$ cat src/rtl/tt_um_uart_rx.sv
// UART 8N1 receiver with a 4-entry byte FIFO, sticky error flags and status byte.
// Head byte on uo_out; status on uio_out (uio always driven).
module tt_um_uart_rx #(
    parameter int unsigned CLKS_PER_BIT = 16
) (
    input  logic       clk,
    input  logic       rst_n,
    input  logic       ena,
    input  logic [7:0] ui_in,
    output logic [7:0] uo_out,
    input  logic [7:0] uio_in,
    output logic [7:0] uio_out,
    output logic [7:0] uio_oe
);

    localparam int unsigned TW = $clog2(CLKS_PER_BIT);
    localparam logic [TW-1:0] FULL_T = TW'(CLKS_PER_BIT - 1);
    localparam logic [TW-1:0] HALF_T = TW'(CLKS_PER_BIT / 2 - 1);

    typedef enum logic [2:0] {StIdle, StStart, StData, StStop, StWaitHigh} state_e;

    state_e        r_state;
    logic [TW-1:0] r_timer;
    logic [2:0]    r_idx;
    logic [7:0]    r_shift;

    logic r_rx_s1, r_rx_s2, r_pop_s1, r_pop_s2, r_pop_prev, r_clr_s1, r_clr_s2;
    logic r_ovr, r_ferr;

    logic [7:0] r_mem [4];
    logic [1:0] r_wptr, r_rptr;
    logic [2:0] r_count;

    logic w_rx, w_bit_done, w_push, w_ferr_set, w_pop_edge;
    logic w_full, w_do_pop, w_do_push, w_ovr_set;
    logic w_unused;

    assign w_unused = ^{ena, uio_in, ui_in[7:3]};

    always_ff @(posedge clk or negedge rst_n) begin
        if (!rst_n) begin
            r_rx_s1    <= 1'b1;
            r_rx_s2    <= 1'b1;
            r_pop_s1   <= 1'b0;
            r_pop_s2   <= 1'b0;
            r_pop_prev <= 1'b0;
            r_clr_s1   <= 1'b0;
            r_clr_s2   <= 1'b0;
        end else begin
            r_rx_s1    <= ui_in[0];
            r_rx_s2    <= r_rx_s1;
            r_pop_s1   <= ui_in[1];
            r_pop_s2   <= r_pop_s1;
            r_pop_prev <= r_pop_s2;
            r_clr_s1   <= ui_in[2];
            r_clr_s2   <= r_clr_s1;
        end
    end

    assign w_rx       = r_rx_s2;
    assign w_bit_done = (r_timer == FULL_T);
    assign w_push     = (r_state == StStop) && w_bit_done && w_rx;
    assign w_ferr_set = (r_state == StStop) && w_bit_done && !w_rx;

    always_ff @(posedge clk or negedge rst_n) begin
        if (!rst_n) begin
            r_state <= StIdle;
            r_timer <= '0;
            r_idx   <= 3'd0;
            r_shift <= 8'h00;
        end else begin
            unique case (r_state)
                StIdle: begin
                    r_timer <= '0;
                    if (!w_rx) r_state <= StStart;
                end
                StStart: begin
                    // Mid-start-bit check rejects short low glitches.
                    if (r_timer == HALF_T) begin
                        r_timer <= '0;
                        r_idx   <= 3'd0;
                        r_state <= w_rx ? StIdle : StData;
                    end else begin
                        r_timer <= r_timer + TW'(1);
                    end
                end
                StData: begin
                    if (w_bit_done) begin
                        r_timer <= '0;
                        r_shift <= {w_rx, r_shift[7:1]};
                        r_idx   <= r_idx + 3'd1;
                        if (r_idx == 3'd7) r_state <= StStop;
                    end else begin
                        r_timer <= r_timer + TW'(1);
                    end
                end
                StStop: begin
                    if (w_bit_done) begin
                        r_timer <= '0;
                        r_state <= w_rx ? StIdle : StWaitHigh;
                    end else begin
                        r_timer <= r_timer + TW'(1);
                    end
                end
                StWaitHigh: begin
                    if (w_rx) r_state <= StIdle;
                end
                default: r_state <= StIdle;
            endcase
        end
    end

    assign w_pop_edge = r_pop_s2 && !r_pop_prev;
    assign w_full     = (r_count == 3'd4);
    assign w_do_pop   = w_pop_edge && (r_count != 3'd0);
    // A full FIFO still accepts a push when the head leaves in the same cycle.
    assign w_do_push  = w_push && (!w_full || w_do_pop);
    assign w_ovr_set  = w_push && w_full && !w_do_pop;

    always_ff @(posedge clk or negedge rst_n) begin
        if (!rst_n) begin
            for (int i = 0; i < 4; i++) r_mem[i] <= 8'h00;
            r_wptr  <= 2'd0;
            r_rptr  <= 2'd0;
            r_count <= 3'd0;
            r_ovr   <= 1'b0;
            r_ferr  <= 1'b0;
        end else begin
            if (w_do_push) begin
                r_mem[r_wptr] <= r_shift;
                r_wptr        <= r_wptr + 2'd1;
            end
            if (w_do_pop) r_rptr <= r_rptr + 2'd1;
            r_count <= r_count + {2'b00, w_do_push} - {2'b00, w_do_pop};
            if (w_ovr_set)     r_ovr <= 1'b1;
            else if (r_clr_s2) r_ovr <= 1'b0;
            if (w_ferr_set)    r_ferr <= 1'b1;
            else if (r_clr_s2) r_ferr <= 1'b0;
        end
    end

    assign uo_out  = (r_count == 3'd0) ? 8'h00 : r_mem[r_rptr];
    assign uio_out = {r_count, (r_state != StIdle), r_ferr, r_ovr, w_full, (r_count != 3'd0)};
    assign uio_oe  = 8'hFF;

endmodule

$ cat config.mk
export PLATFORM = sky130hd
export DESIGN_NAME = tt_um_uart_rx
export DESIGN_NICKNAME = d
export VERILOG_FILES = /design/src/rtl/tt_um_uart_rx.sv
export SDC_FILE = /design/constraint.sdc
export NUM_CORES = 1
export LEC_CHECK = 0
export CORE_AREA = 3 3 80 82
export CTS_CLUSTER_DIAMETER = 100
export DETAILED_ROUTE_END_ITERATION = 10
export DIE_AREA = 0 0 83 85
export PLACE_DENSITY = 0.73
export SLEW_MARGIN = 10
export SYNTH_ARGS = -nofsm -noshare
export SYNTH_HDL_FRONTEND = slang
export SYNTH_SLANG_ARGS = --single-unit
$ cat constraint.sdc
create_clock -name clk -period 3 [get_ports clk]
set_clock_uncertainty 0.05 [all_clocks]
set_input_delay 0.45 -clock clk [delete_from_list [all_inputs] [get_ports clk]]
set_output_delay 0.45 -clock clk [all_outputs]
set_load 0.01 [all_outputs]
==> After elaboration in Yosys (flattened, before gate mapping) <==
Index checks and enable logic that the tools add are counted.
{ "word_totals": {"ff_bits": 66, "latchBits": 0, "mem_bits_rw": 0, "mem_bits_ro": 0, "out_inout_bits": 24, "word_cells": 96, "n_memories": 0} }
{ "op_classes": {"add_sub_neg": 6, "n_mul": 0, "div": 0, "n_lt_le_gt_ge": 3, "eq_ne": 14, "n_shift": 0, "n_mux": 25, "n_bitwise": 2, "reduce_logical": 26} }
{ "ops": {"columns": ["op", "n"], "rows": [
  ["bitwise mux 32 bit", 1],
  ["two-way mux 8 bit", 4],
  ["two-way mux 3 bit", 9],
  ["binary-select mux 8 bit (select 2 bit)", 1],
  ["demux 8 bit (select 2 bit)", 1],
  ["one-hot mux 3 bit (5 select lines)", 1],
  ["!= test 2 bit, second input constant", 6],
  ["one-hot mux 4 bit (3 select lines)", 1],
  ["equality test 3 bit, second input constant", 3],
  ["logical AND 1 bit", 9],
  ["nonzero test 3 bit", 3],
  ["two-way mux 4 bit", 2],
  ["equality test 3 x 2 -> 1 bit, second input constant", 2],
  ["greater-or-equal comparator 3 bit, second input constant", 2],
  ["logical NOT 3 bit", 2],
  ["NOT 2 -> 3 bit", 2],
  ["one-hot mux 3 bit (2 select lines)", 1],
  ["AND reduction 6 bit", 1],
  ["nonzero test 2 bit", 3],
  ["adder 2 x 1 -> 2 bit, second input constant", 2],
  ["adder 4 x 1 -> 4 bit, second input constant", 1],
  ["equality test 4 x 3 -> 1 bit, second input constant", 1],
  ["equality test 4 bit, second input constant", 1],
  ["logical NOT 1 bit", 4],
  ["other kinds (11)", 13]
]} }

==> Logic depth before layout (Yosys ltp) <==
{ "logic_depth": {"ltp_word": 7, "mapped_depth": 10} }

==> Worst setup path after synthesis <==
OpenSTA, ideal clock, no wires.
{ "synth_timing": {"path_kind": "reg-to-reg", "startpoint": "register r_count[1]", "endpoint": "register r_count[2]", "setup_ns": 0.126, "arrival_time_ns": 2.396, "t_required_ns": 2.824, "path_slack_ns": 0.428, "stages_incl_launch_ff": 9, "path_buffers": 0, "cell_sequence": "dfrtp_1 -> nor3_1 -> nor2_1 -> ha_1 -> inv_1 -> ha_1 -> fa_1 -> xor2_1 -> xnor2_1"} }
{ "synth_via": {"elab_chain_cells": 6, "word_cells_on_any_way": 8, "classes_between": "2 x add/sub; 1 x eq/ne; 5 x reduce/logical"} }
{ "synth_rtl": {"columns": ["element", "line", "text"], "rows": [
  ["start, declared", "32", "logic [2:0] r_count;"],
  ["start signal, assigned", "134", "r_count <= r_count + {2'b00, w_do_push} - {2'b00, w_do_pop};"],
  ["nonzero test 3 bit *", "115", "assign w_do_pop = w_pop_edge && (r_count != 3'd0);"],
  ["logical AND 1 bit *", "115", null],
  ["via w_do_pop", "35", "logic w_full, w_do_pop, w_do_push, w_ovr_set;"],
  ["logical OR 1 bit", "117", "assign w_do_push = w_push && (!w_full || w_do_pop);"],
  ["logical AND 1 bit", "117", null],
  ["adder 3 x 1 -> 3 bit", "134", null],
  ["subtractor 3 x 1 -> 3 bit *", "134", null]
]} }
Mark *: on every way through the listed nets, which the timed path passes. The rest lies on a longest branch.
A chain may end at the register's enable or synchronous reset.

==> Worst setup path after layout <==
{ "layout_timing": {"startpoint": "register r_timer[0]", "endpoint": "register r_count[2]"} }
{ "layout_via": {"elab_chain_cells": 6} }
{ "layout_rtl": {"columns": ["element", "line", "text"], "rows": [
  ["start, declared", "23", "logic [TW-1:0] r_timer;"],
  ["start signal, assigned", "84", "r_timer <= r_timer + TW'(1);"],
  ["start signal, assigned", "94", "r_timer <= r_timer + TW'(1);"],
  ["start signal, assigned", "102", "r_timer <= r_timer + TW'(1);"],
  ["equality test 4 bit", "61", "assign w_bit_done = (r_timer == FULL_T);"],
  ["logical AND 1 bit (2 in series)", "62", "assign w_push = (r_state == StStop) && w_bit_done && w_rx;"],
  ["logical AND 1 bit", "117", null],
  ["adder 3 x 1 -> 3 bit", "134", null],
  ["subtractor 3 x 1 -> 3 bit", "134", null]
]} }
No other way between the ends.

==> metrics.md <==
| Metric | Value |
|---|---|
| Final Hold Viols | `0` |
| Total track usage | `0.179` |
| Setup TNS | `0 ns` |
| CTS max path bufs | `2` |
| Worst hold path type | `in2async` |
| Routed wire per std cell | `16.5 um` |
| # H-tree levels | `3` |
| Synth cell count leaders | `dfrtp_1, mux2_2, buf_4, nand2_1` |
| I/O pins | `43` |
| Peak Freq | `387 MHz` |
| Placer congestion estimate | `0.723` |
| Final Hold Slack | `0.207 ns` |
| Fin. max-slew vios | `0` |
| Largest cells by area after synthesis | `dfrtp_1, mux2_2, mux4_2` |
| Root buf cell | `clkbuf_8` |
| Leading area contributor after synthesis | `dfrtp_1` |
| Distinct cell type count after synthesis | `43` |
| Fillers | `496` |
| Endpoint class of the critical path | `flop` |
| P_leak | `1.67 nW` |
| P&R area growth vs syn | `15.6%` |
| Sequential fraction of the synthesis area | `0.541` |
| Starting Density | `0.526` |
| Crit-path cells | `ha_1 -> nand3_1 -> a211oi_4 -> inv_1 -> ha_1 -> inv_1 -> ha_1 -> fa_1 -> xor2_1 -> xnor2_1` |
| Outcome | `finished clean` |
| Layout cells sized above 1 | `0.308` |
| Total grt overflow | `0` |
| Top FF cell, synth | `dfrtp_1` |
| Critical path startpoint category | `flop` |
| Period utilisation layout | `0.860` |
| Number of antenna diodes | `0` |
| Die ar. | `7060 um^2` |
| DRT Pass-1 Iters | `4` |
| Most frequent CP cell | `ha_1` |
| Nets | `287` |
| Ys Warns | `0` |
| VDD IR-drop max | `0.000409 V` |
| Worst-skew pair later-pin latency | `0.34 ns` |
| Post-synth top area share | `0.524` |
| Count leader, synth | `dfrtp_1` |
| Number of global-route vias before repair | `1,897` |
| Slowest stage cell, crit path | `dfrtp_1` |
| RSZ-0062 raised after global routing | `false` |
| Vias/cell | `5.39` |
| Post_cts resized | `0` |
| Crit Path Max Fanout | `5` |
| Clock-pin slew on the worst setup and hold paths | `0.07 ns` |
| DRC violation count after routing | `0` |
| EDFF count, synth | `0` |
| Num CTS Buffers | `9` |
| TritonCTS clock tree | `built` |
| Port Buffer Count | `20` |
| First-pass GRT wire length | `9.49 mm` |
| Worst reg2reg startpoint | `r_timer[0]` |
| Die Y-Extent | `85 um` |
| Worst Setup Path Type | `reg2reg` |
| Actual slew at the worst max-slew pin | `0.962 ns` |
| Cells after Synth | `231` |
| Count of state elements after synthesis | `66` |
| Worst EP arrival | `2.76 ns` |
| Crit-path max cell delay | `0.40 ns` |
| Drt initial violations | `50` |
| Drt total wl | `5.57 mm` |
| Slew HR | `0.359` |
| Detail Placement HPWL | `3.60 mm` |
| Synthesized area | `3060 um^2` |
| Syn_area_per_cell | `13.2 um^2` |
| CORE AREA | `5820 um^2` |
| Final Critical Period | `2.58 ns` |
| Post-CTS Setup Bufs | `0` |
| Final setup viols | `0` |
| Remaining antenna violation count | `0` |
| Max cap viols | `0` |
| Pin count of the biggest net entering global routing | `45` |
| R2R cell count | `10` |
| Fraction of registers with async set/reset | `1.00` |
| Antenna violations before repair | `0` |
| Clk sinks | `66` |
| Required @ worst endpoint | `3.18 ns` |
| Pwr dens | `720 nW/um^2` |
| Crit. Startpoint | `r_timer[0]` |
| Rows | `28` |
| Vias | `1,823` |
| Die Span X | `83 um` |
| Hold Buf Count CTS | `0` |
[layout by cell type, fill, tap and decap left out, drive strengths merged, types with 2 or more instances in the layout]
cell type,instances
dfrtp,64
mux2,40
clkdlybuf4s50,19
nand2,15
clkbuf,11
buf,10
inv,9
ha,9
mux4,8
nor2b,8
conb,8
nor2,7
o21ai,6
a21oi,4
nor3,3
nand3,3
or3,3
xnor2,3
nand4b,2
xor2,2
and3,2
o211ai,2
a22o,2
clkinvlp,2
clkinv,2
dfstp,2
a211oi,2
[sequential cells by signal, summed over array words and instances (netlist names)]
signal / flops
r_timer: 4
r_idx: 3
r_pop_s1: 1
r_clr_s2: 1
r_state: 3
r_ovr: 1
r_pop_s2: 1
r_rx_s1: 1
r_mem: 32
r_clr_s1: 1
r_shift: 8
r_rptr: 2
r_count: 3
r_rx_s2: 1
r_pop_prev: 1
r_wptr: 2
r_ferr: 1
[power by group]
part / internal (W) / leakage, nW / total, W / switching, W
logic: 0.000308 / 0.687 / 0.000651 / 0.000343
registers: 0.000995 / 0.877 / 0.00111 / 0.000120
clock network: 0.000431 / 0.102 / 0.000780 / 0.000349
total: 0.00173 / 1.67 / 0.00255 / 0.000812
[worst paths after layout]
path	to	slack, ns
worst max-delay path	r_count[2]	0.42
worst min-delay path	r_pop_prev	0.21
worst max register to register	r_count[2]	0.42
worst min register to register	r_pop_s2	0.31
max in group asynchronous	r_mem[0]	1.94
min in group clk	r_pop_s2	0.31
[final cells by class]
| type | instances | area (um^2) | area share |
|---|---|---|---|
| Clock inverter | 5 | 62.6 | 0.0177 |
| Tap cell | 75 | 93.8 | 0.0265 |
| Inverter | 9 | 33.8 | 0.00955 |
| Multi-Input combinational cell | 143 | 1280 | 0.361 |
| Sequential cell | 66 | 1650 | 0.468 |
| Clock buffer | 11 | 151 | 0.0428 |
| Timing Repair Buffer | 29 | 263 | 0.0743 |
[metal layers]
metal  GRT usage  vias up  wire [um]
met4      0.0758        0        120
met5           0        -          0
met1       0.215      934       2460
met3      0.0641        9        193
met2       0.292       28       2800
li1            -      852          -
[cell families after synthesis]
kind of cell,count (synthesis),synth area share
simple gates,49,0.0892
mux,49,0.209
other cells,1,0.00123
fa+ha+maj,10,0.0434
compound gates,22,0.0515
xor+xnor,5,0.0143
buf+inv,29,0.0503
flops,66,0.541
[critical path, delay by kind of cell (launching register included)]
family                     cells  cell delay, ns
adders and majority gates      4            1.10
DFF                            1            0.40
xor gates and xnor gates       2            0.29
AOI/OAI and AO/OA              1            0.29
and+or+nand+nor                1            0.23
buffers and inverters          2            0.11
[per-stage QoR]
step	setup WS (ns)	instances	power [W]	utilization	cell area, um^2
2_1_floorplan	0.428	238	0.00155	-	3090
3_3_place_gp	0.519	322	0.00175	0.571	3320
3_5_place_dp	0.416	322	0.00178	0.571	3320
4_1_cts	0.392	338	0.00258	0.608	3540
5_1_grt	0.277	338	0.00271	0.608	3540
6_report	0.419	338	0.00255	0.608	3540
Note: power is estimated with default switching activity, not from simulation.
